`config.mk`:
```
export PLATFORM = sky130hd
export DESIGN_NAME = uart_rx
export DESIGN_NICKNAME = d
export VERILOG_FILES = /design/src/rtl/uart_rx_pkg.sv /design/src/rtl/uart_rx_sync_2ff.sv /design/src/rtl/uart_rx.sv
export SDC_FILE = /design/constraint.sdc
export NUM_CORES = 1
export LEC_CHECK = 0
export BUFFER_PORTS_ARGS = -buffer_cell sky130_fd_sc_hd__buf_2
export CAP_MARGIN = 20
export CORE_ASPECT_RATIO = 1.1
export CORE_MARGIN = 5
export CORE_UTILIZATION = 52
export CTS_CLUSTER_DIAMETER = 80
export DETAILED_ROUTE_END_ITERATION = 7
export PLACE_DENSITY = 0.75
export SLEW_MARGIN = 30
export SYNTH_ARGS = -nofsm -noshare
export SYNTH_HDL_FRONTEND = slang
export SYNTH_SLANG_ARGS = --single-unit
export TNS_END_PERCENT = 10
```
`constraint.sdc`:
```
create_clock -name CLK -period 3.8 [get_ports CLK]
set_input_delay 0.19 -clock CLK [delete_from_list [all_inputs] [get_ports CLK]]
set_output_delay 0.19 -clock CLK [all_outputs]
set_load 0.005 [all_outputs]
```
`src/rtl/uart_rx_pkg.sv`:
```
`default_nettype none
// ============================================================================
// Module      : uart_rx_pkg
// Description : Shared UART definitions (frame width, baud divider
//               derivation, receiver FSM encoding). The transmit side
//               derives its divider through the same helpers so that a
//               uart_tx / uart_rx pair always agrees on bit timing.
// Revision    : 1.0 - initial release
// ============================================================================
package uart_rx_pkg;

  // Data bits per 8N1 frame
  localparam int DATA_BITS = 8;

  // Receiver FSM encoding
  typedef enum logic [1:0] {
    ST_IDLE  = 2'd0,
    ST_START = 2'd1,
    ST_DATA  = 2'd2,
    ST_STOP  = 2'd3
  } rx_state_e;

  // Clock cycles per bit; the truncation error is accepted, not compensated
  function automatic int calc_div(input int freq, input int rate);
    return freq / rate;
  endfunction

  // Cycles from the detected start edge to the middle of the start bit
  function automatic int calc_half(input int div);
    return div / 2;
  endfunction

endpackage : uart_rx_pkg
`default_nettype wire

```
`src/rtl/uart_rx_sync_2ff.sv`:
```
`default_nettype none
// ============================================================================
// Module      : sync_2ff
// Description : Two-flop metastability synchroniser for asynchronous input
//               pins. Both stages reset to RESET_VAL so an idle-high line
//               looks idle straight out of reset.
// Revision    : 1.0 - initial release
// ============================================================================
module sync_2ff #(
  parameter int                 WIDTH     = 1,
  parameter logic [WIDTH-1:0]   RESET_VAL = {WIDTH{1'b1}}
) (
  input  logic             CLK,
  input  logic             rst_n,
  input  logic [WIDTH-1:0] d_i,
  output logic [WIDTH-1:0] q_o
);

  logic [WIDTH-1:0] meta_q;
  logic [WIDTH-1:0] sync_q;

  // Two back-to-back flops; only sync_q is safe to use downstream
  always_ff @(posedge CLK or negedge rst_n) begin
    if (!rst_n) begin
      meta_q <= RESET_VAL;
      sync_q <= RESET_VAL;
    end else begin
      meta_q <= d_i;
      sync_q <= meta_q;
    end
  end

  assign q_o = sync_q;

endmodule : sync_2ff
`default_nettype wire

```
`src/rtl/uart_rx.sv`:
```
`default_nettype none
// ============================================================================
// Module      : uart_rx
// Description : 8N1 UART receiver. Detects the start edge on the
//               synchronised line, samples every bit at its centre, and
//               presents each good byte with a one-cycle o_valid strobe.
//               A low stop bit raises a one-cycle o_frame_err strobe and
//               discards the byte.
// Revision    : 1.0 - initial release
// ============================================================================
module uart_rx
  import uart_rx_pkg::*;
#(
  parameter int FREQ = 50_000_000,
  parameter int RATE = 115_200
) (
  input  logic                 CLK,
  input  logic                 rst_n,
  input  logic                 i_rx,
  output logic [DATA_BITS-1:0] o_data,
  output logic                 o_valid,
  output logic                 o_frame_err,
  output logic                 o_busy
);

  localparam int DIV  = calc_div(FREQ, RATE);
  localparam int HALF = calc_half(DIV);
  localparam int CW   = $clog2(DIV);
  localparam int BW   = $clog2(DATA_BITS);

  localparam logic [CW-1:0] C_DIV_LAST  = CW'(DIV - 1);
  localparam logic [CW-1:0] C_HALF_LAST = CW'(HALF - 1);
  localparam logic [BW-1:0] C_BIT_LAST  = BW'(DATA_BITS - 1);

  logic                 rx_s;

  rx_state_e            state_q, state_d;
  logic [CW-1:0]        cnt_q, cnt_d;
  logic [BW-1:0]        bit_q, bit_d;
  logic [DATA_BITS-1:0] shift_q, shift_d;
  logic                 armed_q, armed_d;
  logic [DATA_BITS-1:0] data_q, data_d;
  logic                 valid_q, valid_d;
  logic                 ferr_q, ferr_d;

  sync_2ff #(
    .WIDTH     (1),
    .RESET_VAL (1'b1)
  ) u_sync_rx (
    .CLK   (CLK),
    .rst_n (rst_n),
    .d_i   (i_rx),
    .q_o   (rx_s)
  );

  // Next-state logic: the counter restarts from zero on every state change
  always_comb begin
    state_d = state_q;
    cnt_d   = cnt_q + CW'(1);
    bit_d   = bit_q;
    shift_d = shift_q;
    armed_d = armed_q;
    data_d  = data_q;
    valid_d = 1'b0;
    ferr_d  = 1'b0;

    unique case (state_q)
      ST_IDLE: begin
        cnt_d = '0;
        // A start edge only counts once the line has been seen high, so a
        // line held low (break, post-reset mid-frame) never retriggers.
        if (rx_s) begin
          armed_d = 1'b1;
        end else if (armed_q) begin
          state_d = ST_START;
        end
      end

      ST_START: begin
        if (cnt_q == C_HALF_LAST) begin
          cnt_d = '0;
          if (!rx_s) begin
            state_d = ST_DATA;
            bit_d   = '0;
          end else begin
            // Line back high at mid start bit: a glitch, not a frame
            state_d = ST_IDLE;
          end
        end
      end

      ST_DATA: begin
        if (cnt_q == C_DIV_LAST) begin
          cnt_d   = '0;
          // LSB arrives first, so shifting in at the MSB leaves it at bit 0
          shift_d = {rx_s, shift_q[DATA_BITS-1:1]};
          if (bit_q == C_BIT_LAST) begin
            state_d = ST_STOP;
          end else begin
            bit_d = bit_q + BW'(1);
          end
        end
      end

      ST_STOP: begin
        if (cnt_q == C_DIV_LAST) begin
          cnt_d   = '0;
          state_d = ST_IDLE;
          if (rx_s) begin
            data_d  = shift_q;
            valid_d = 1'b1;
          end else begin
            ferr_d  = 1'b1;
            armed_d = 1'b0;
          end
        end
      end

      default: begin
        state_d = ST_IDLE;
        cnt_d   = '0;
      end
    endcase
  end

  // State, datapath and output strobe registers
  always_ff @(posedge CLK or negedge rst_n) begin
    if (!rst_n) begin
      state_q <= ST_IDLE;
      cnt_q   <= '0;
      bit_q   <= '0;
      shift_q <= '0;
      armed_q <= 1'b0;
      data_q  <= '0;
      valid_q <= 1'b0;
      ferr_q  <= 1'b0;
    end else begin
      state_q <= state_d;
      cnt_q   <= cnt_d;
      bit_q   <= bit_d;
      shift_q <= shift_d;
      armed_q <= armed_d;
      data_q  <= data_d;
      valid_q <= valid_d;
      ferr_q  <= ferr_d;
    end
  end

  assign o_data      = data_q;
  assign o_valid     = valid_q;
  assign o_frame_err = ferr_q;
  assign o_busy      = (state_q != ST_IDLE);

endmodule : uart_rx
`default_nettype wire
```
[Word level (Yosys, flattened, before mapping)]
Cells that the tools add are included.
Cells by class
  reduce and logical (&&, ||, !) cells: 10
  equal/unequal tests: 16
  muxes and demuxes: 26
  add/sub/neg operators: 2
Operator list (count)
  one-hot mux 9 bit (3 select lines): 1
  2-to-1 mux 9 bit: 2
  != test 2 bit, second input constant: 9
  2-to-1 mux 2 bit: 7
  2-to-1 mux 3 bit: 4
  adder 9 x 1 -> 9 bit, second input constant: 1
  == test 9 x 8 -> 1 bit, second input constant: 1
  == test 9 bit, second input constant: 1
  2-to-1 mux 1 bit: 9
  one-hot mux 2 bit (4 select lines): 1
  one-hot mux 3 bit (2 select lines): 1
  AND reduction 6 bit: 1
  nonzero test 2 bit: 3
  AND reduction 5 bit: 1
  == test 2 bit, second input constant: 2
  AND reduction 4 bit: 1
  adder 3 x 1 -> 3 bit, second input constant: 1
  == test 3 bit, second input constant: 1
  AND reduction 3 bit: 1
  == test 2 x 1 -> 1 bit, second input constant: 1
  zero test 2 bit: 1
  != test 2 x 1 -> 1 bit, second input constant: 1
  one-hot mux 1 bit (2 select lines): 1
  AND reduction 2 bit: 1
  OR reduction 2 bit: 1
Word-level totals
  output and inout port bits: 11
  bits in registers: 35
  word-level logic and storage cells: 64
  input port bits: 3

[Logic depth before layout (Yosys ltp)]
Gate-level depths: netlist of the first run.
  depth after elaboration: 4
  depth in mapped cells: 6
  mapped depth without buffers: 6

[Modules after synthesis]
A second synthesis of the first run with hierarchy kept.
Unflattened totals
  cells, all modules: 120
  area total of the unflattened synthesis: 1554.0 sq um
By module, submodules not included
  uart_rx: sequential area each 825.8 sq um, times used 1, cells each 118, area an instance 1501.4 sq um
  sync_2ff: sequential area each 52.6 sq um, times used 1, cells each 2, area an instance 52.6 sq um

[Least setup slack after synthesis of the first run]
No wires, ideal clock.
  path type: register to register
  from: reg cnt_q[1]
  to: reg state_q[0]
  period minus slack after synthesis: 1.696 ns
  data arrival time: 1.571 ns
  path buffers: 0
  data required time: 3.675 ns
  path slack: 2.104 ns
  cell stages (with the launch flop): 7
  setup time: 0.125 ns
  path through: dfrtp_1 > inv_1 > ha_1 > and4bb_2 > a21oi_1 > a31oi_4 > mux2_2
Between the ends
  cells in the longest elaborated chain, start to end: 3
  elaborated cells on any way between the ends: 6
  classes of those cells: eq/ne (5); reduce/logical (1)
RTL lines
  start, declared: RTL line uart_rx.sv:38  | logic [CW-1:0] cnt_q, cnt_d;
  start signal, assigned: RTL line uart_rx.sv:139  | cnt_q <= cnt_d;
  == test 9 bit or == test 9 x 8 -> 1 bit (tied branches): RTL line uart_rx.sv:93, uart_rx.sv:106, uart_rx.sv:80
  != test 2 bit (no source line)
  AND reduction 6 bit (no source line) (*)
  end signal, assigned: RTL line uart_rx.sv:138  | state_q <= state_d;
  end, declared: RTL line uart_rx.sv:37  | rx_state_e state_q, state_d;
Every way passes the cells marked *; elsewhere a longest branch is shown, timed or not.
A chain may end at the register's enable or synchronous reset.

[Final worst setup path of the first run]
Same ends and word-level chain as after synthesis.

==> run metrics, run 1 <==
status finished, final reports clean; largest net degree at the start of global routing 36; worst-margin pin slew 0.761 ns; Yosys warning count 0; leakage power 0.909 nW; Crit Path Max Fanout 10; Max Cap Viol 0; Syn Area/Cell 13.2 µm²; Pwr per Cell Area 451 mW/mm²; Worst setup EP type flop; Req. time, crit path 4.03 ns; share of post-route cells with drive strength above 1 37.0%; Power Total 0.786 mW; Layout area overhead 12.4%; Die X 62.1 µm; # port buffers 13; dpl hpwl 1660 µm; Worst slew margin 49.3%; Post-Syn Area 0.00155 mm²; commonest non-fill, non-tap cells in the layout 33 x dfrtp_1, 18 x mux2_2, 15 x nor2_1, 13 x buf_2, 7 x inv_1; Max Clock Skew 0.0118 ns; final setup fails 0; CP Class flop to flop; first-pass GRT wire length 4200 µm; Reg2Reg Depth 6; routability congestion estimate 0.827; FF/Latch Area 878 µm²; RSZ-0062 raised after global routing false; CTS hold repair buffers 2; Critical Path AT 2.06 ns; hold_sp u_sync_rx.meta_q$_DFF_PN1_; row cnt 20; Starting Density 54.8%; DRT iter0 DRCs 31; total track usage 14.0%; routed len/inst 13.8 µm; leading area contributor after synthesis dfrtp_1; core area 0.00283 mm²; final hold violations 0; top cell type's share of synthesized area 53.3%; # fillers 221; CTS root buf clkbuf_4; boundary pin count 14; CTS tree built; Final min period 1.84 ns; Setup WS post-layout 1.96 ns; period utilization 48.3%; CTS Sinks 35; clk_lat worst skew 0.34 ns; FF-to-FF setup slack 1.96 ns; Gate Count Post-Synth 117; Post-CTS Setup Inserts 0; WHS Endpoint u_sync_rx.q_o$_DFF_PN1_; Die Height 67.3 µm; clk slew on worst S/H paths 0.11 ns; final wirelength 2360 µm; Setup WS pre-CTS 1.97 ns; DR vias/cell 5.25; vias in the first global route 937; DRC Markers 0; die area 0.00417 mm²; library cells used by synthesis 28; Multi-input gate area 627 µm²; Seq cells post-synth 35; worst reg2reg endpoint state_q[0]$_DFFE_PN0P_; initial antenna violation count 0; ANT cells 0; vias 897; Final TNS setup 0 ns; post_cts resized 0; nets@finish 145; sequential share of the synthesized area 56.7%; largest buffer count on any clock path 2; Worst R2R Start cnt_q[1]$_DFF_PN0_; WHS Path Cells 0; final max-slew violation count 0; commonest non-fill, non-tap cell in the layout dfrtp_1; Fmax 0.545 GHz; worst hold path class flop to flop; startpoint class of the critical path flop; synth top area cells dfrtp_1 53%, mux2_2 13%, ha_1 4.0%, nor2_1 3.6%, dfstp_2 3.4%; length of the first detailed-routing pass in iterations 2; Peak VDD IR 0.337 mV; GRT overflow 0; Num CTS Buffers 5; Max H-tree Level 2; Detail Route Antenna Nets 0; syn nets 125
layout make-up:
type                            count  share of cell area, %
Tap cell                           33                   2.37
Clock inverter                      3                   2.73
Timing Repair Buffer               15                   4.88
Clock buffer                        5                   2.15
Sequential cell                    35                   50.4
Inverter                            7                   1.51
Multi-Input combinational cell     73                   36.0
critical path, cell delays in order (launching register included):
cell and delay [ns]:
dfrtp_1 0.42, inv_1 0.10, ha_1 0.13, and4bb_2 0.29, a21oi_1 0.11, a31oi_4 0.29, mux2_2 0.37
Yosys cell counts (all sizes together):
master / n
a22oi: 1
o21ai: 1
nand2: 2
nor2: 15
and4bb: 2
dfstp: 2
xor2: 1
nand4: 3
a22o: 2
and2: 1
ha: 5
nor2b: 2
nand3: 3
a31oi: 2
dfrtp: 33
inv: 7
mux2: 18
a21oi: 2
and4b: 2
o21a: 1
buf: 2
and3: 2
nor3: 1
xnor2: 6
nand4b: 1
worst max-delay path by stage:
stage | startpoint | endpoint | slack, ns | cells after the start
after floorplan | cnt_q[1]$_DFF_PN0_ | state_q[0]$_DFFE_PN0P_ | 2.10 | 6
after detailed placement | cnt_q[1]$_DFF_PN0_ | state_q[0]$_DFFE_PN0P_ | 1.97 | 6
after global routing | cnt_q[1]$_DFF_PN0_ | state_q[0]$_DFFE_PN0P_ | 1.85 | 6
final | cnt_q[1]$_DFF_PN0_ | state_q[0]$_DFFE_PN0P_ | 1.96 | 6
after CTS | cnt_q[1]$_DFF_PN0_ | state_q[0]$_DFFE_PN0P_ | 1.95 | 6
after global placement | cnt_q[1]$_DFF_PN0_ | state_q[0]$_DFFE_PN0P_ | 2.02 | 6
routing by layer:
metal	up-vias	track usage, %	share of wire, %	routed length (µm)
met3	5	4.02	4.7	111
met1	428	16.8	46	1080
met5	-	0	0	0
met2	16	22.4	47	1120
met4	0	7.16	2.3	55
li1	448	-	-	-
metrics by stage:
step / hold slack (ns) / instance area [µm²] / std cells / util (%)
finish: 0.352 / 1740 / 171 / 61.6
detailed placement: 0.297 / 1640 / 161 / 57.9
floorplan: -0.106 / 1550 / 117 / -
CTS: 0.357 / 1740 / 171 / 61.6
global route: 0.363 / 1740 / 171 / 61.6
global placement: 0.278 / 1640 / 161 / 57.9
logic make-up after synthesis:
family / after synthesis / synth area share, %
AOI/OAI and AO/OA: 9 / 4.84
xor gates and xnor gates: 7 / 3.95
adders and majority gates: 5 / 4.04
buffers and inverters: 9 / 2.91
DFF: 35 / 56.7
muxes: 18 / 13.1
and+or+nand+nor: 34 / 14.5
sequential cells by signal (all words and copies together) (netlist names), named ones only:
name / cells
cnt_q: 9
state_q: 1
o_valid: 1
u_sync_rx.q_o: 1
o_frame_err: 1
o_data: 8
armed_q: 1
u_sync_rx.meta_q: 1
shift_q: 8
bit_q: 3
power breakdown:
part | total [mW] | switching [mW] | internal [mW]
combinational | 0.0892 | 0.0468 | 0.0424
clock | 0.276 | 0.134 | 0.142
sequential | 0.421 | 0.0307 | 0.390
total | 0.786 | 0.212 | 0.574
Power figures use the tool's default switching activity.
==> run 2, diff against run 1 <==
- clock period: 3.8 -> 1.87 ns (I/O delays scaled with it)
==> run 2 against run 1 <==
  * Final cell count grew 1.8%
  * Clock power rose by 42%
  * Design area did not move
  * Global-route usage is 0.68 points higher
  * Power rose by 83%
  * Combinational power grew 110%
  * Register-to-register slack got worse by 1.8 ns
  * Sequential share of layout area unchanged
  * Clock-buffer cell count did not move
  * Die area unchanged
  * Critical path depth unchanged
  * Clock skew is 0.0020 ns higher
  * Highest routed layer unchanged
==> run metrics, run 2 (same netlist as run 1, synthesis figures left out) <==
final setup fails 0 (unchanged); worst-margin pin slew 0.744 ns (-0.0170 ns); DRT iter0 DRCs 19 (-39%); Power Total 1.44 mW (+83%); M3 GR Usage 4.02% (unchanged); ANT cells 0 (unchanged); commonest non-fill, non-tap cell in the layout dfrtp_1; initial antenna violation count 0 (unchanged); DR vias/cell 5.43 (+3.5%); Biggest register cnt_q; commonest non-fill, non-tap cells in the layout 33 x dfrtp_1, 18 x mux2_2, 15 x nor2_1, 13 x buf_2, 7 x inv_1; Max Cap Viol 0 (unchanged); Crit Path Max Fanout 4 (-6); clk slew on worst S/H paths 0.11 ns (about the same); met1 GRT Util 15.9% (-0.92 points); met2 Use GR 25.1% (+2.7 points); final hold violations 0 (unchanged); max FFs per register 9 (unchanged); Post-CTS Setup Inserts 0 (unchanged); Max H-tree Level 2 (unchanged); Die Height 67.3 µm (unchanged); post-layout util 61.6% (unchanged); CTS Sinks 35 (unchanged); startpoint class of the critical path flop; share of post-route cells with drive strength above 1 38.3% (+1.3 points); global route hottest layer met2; post-route insts no fill 174 (+1.8%); Die X 62.1 µm (unchanged); length of the first detailed-routing pass in iterations 4 (+2); RSZ-0062 raised after global routing false; GRT overflow 0 (unchanged); die area 0.00417 mm² (unchanged); post_cts resized 0 (unchanged); final wirelength 2450 µm (+3.8%); # port buffers 13 (unchanged); routability congestion estimate 0.801 (-3.2%); Final min period 1.72 ns (-0.113 ns); worst hold path class primary input to async pin; nets@finish 148 (+2.1%); largest buffer count on any clock path 2 (unchanged); row cnt 20 (unchanged); Cells after DPL 163 (+1.2%); vias 945 (+5.4%); Fmax 0.581 GHz (+6.6%); final max-slew violation count 0 (unchanged); CTS root buf clkbuf_4; boundary pin count 14 (unchanged); core area 0.00283 mm² (unchanged); Max Clock Skew 0.0138 ns (+0.00197 ns); Detail Route Antenna Nets 0 (unchanged); Starting Density 54.8% (unchanged); CP Class flop to flop; Worst setup EP type flop; Num CTS Buffers 5 (unchanged); Reg2Reg Depth 6 (unchanged); DRC Markers 0 (unchanged); # fillers 228 (+3.2%); Req. time, crit path 2.10 ns (-1.93 ns); vias in the first global route 1023 (+9.2%); first-pass GRT wire length 4440 µm (+5.6%); clk_lat worst skew 0.34 ns (about the same); total track usage 14.7% (+0.68 points); dpl hpwl 1710 µm (+3.3%); period utilization 92.1% (+44 points); Final TNS setup 0 ns (unchanged); routed len/inst 14.1 µm (+2.0%); Pwr per Cell Area 827 mW/mm² (+83%); Layout area overhead 12.4% (unchanged); largest net degree at the start of global routing 36 (unchanged); status finished, final reports clean; Critical Path AT 1.95 ns (-0.11 ns); leakage power 0.905 nW (-0.49%); Peak VDD IR 0.600 mV (+78%); CTS tree built; Worst slew margin 50.4% (+1.1 points)
run 2: cell count changes in the layout (fill, tap and decap cells not counted):
cell and delta:
inv_6 -1, buf_4 +2, clkinv_4 -1, clkinvlp_4 +2, bufinv_16 -1, clkinv_2 +1
nand4_2 +1
run 2: power breakdown:
part,internal (mW),switching (mW)
Combinational,0.0971,0.0942
Sequential,0.793,0.0654
Clock,0.143,0.249
Total,1.03,0.409
run 2: worst paths after layout:
path | startpoint | endpoint | slack [ns]
worst max-delay path | cnt_q[1]$_DFF_PN0_ | o_data[6]$_DFFE_PN0P_ | 0.15
worst min-delay path | rst_n | o_data[3]$_DFFE_PN0P_ | 0.35
worst max register to register | cnt_q[1]$_DFF_PN0_ | o_data[6]$_DFFE_PN0P_ | 0.15
worst min register to register | u_sync_rx.meta_q$_DFF_PN1_ | u_sync_rx.q_o$_DFF_PN1_ | 0.36
max in group asynchronous | rst_n | state_q[0]$_DFFE_PN0P_ | 1.03
min in group CLK | u_sync_rx.meta_q$_DFF_PN1_ | u_sync_rx.q_o$_DFF_PN1_ | 0.36
run 2: stage by stage:
stage	hold slack, ns	cell area [µm²]	setup slack (ns)
final	0.347	1740	0.147
after global routing	0.367	1740	0.0110
after CTS	0.355	1730	0.105
after detailed placement	0.196	1650	0.123
after global placement	0.184	1650	0.175
after floorplan	-0.202	1550	0.174
run 2: critical path, stage by stage (launching register included):
cell      delay, ns
dfrtp_1        0.42
inv_1          0.09
ha_1           0.14
and4bb_2       0.29
and2_4         0.19
nand4_2        0.16
mux2_2         0.32
run 2: timing repair:
action                                  in CTS  in global routing
hold buffers                                 2                  0
endpoints found under the hold margin       34                  0
endpoints found under the setup margin       0                  8
run 2: cell type report:
class,instances,area (µm²),area share [%]
inverter,7,26.3,1.51
clock inverter,3,20.0,1.15
sequential,35,878,50.4
multi-input combinational,74,639,36.7
timing repair buffer,17,100,5.74
clock buffer,5,37.5,2.15
tap,33,41.3,2.37
run 2: metal layers:
metal  wire [µm]  vias to the layer above
met3         127                       13
met1        1060                      452
met2        1190                       20
met4          72                        0
li1            -                      460
met5           0                        -
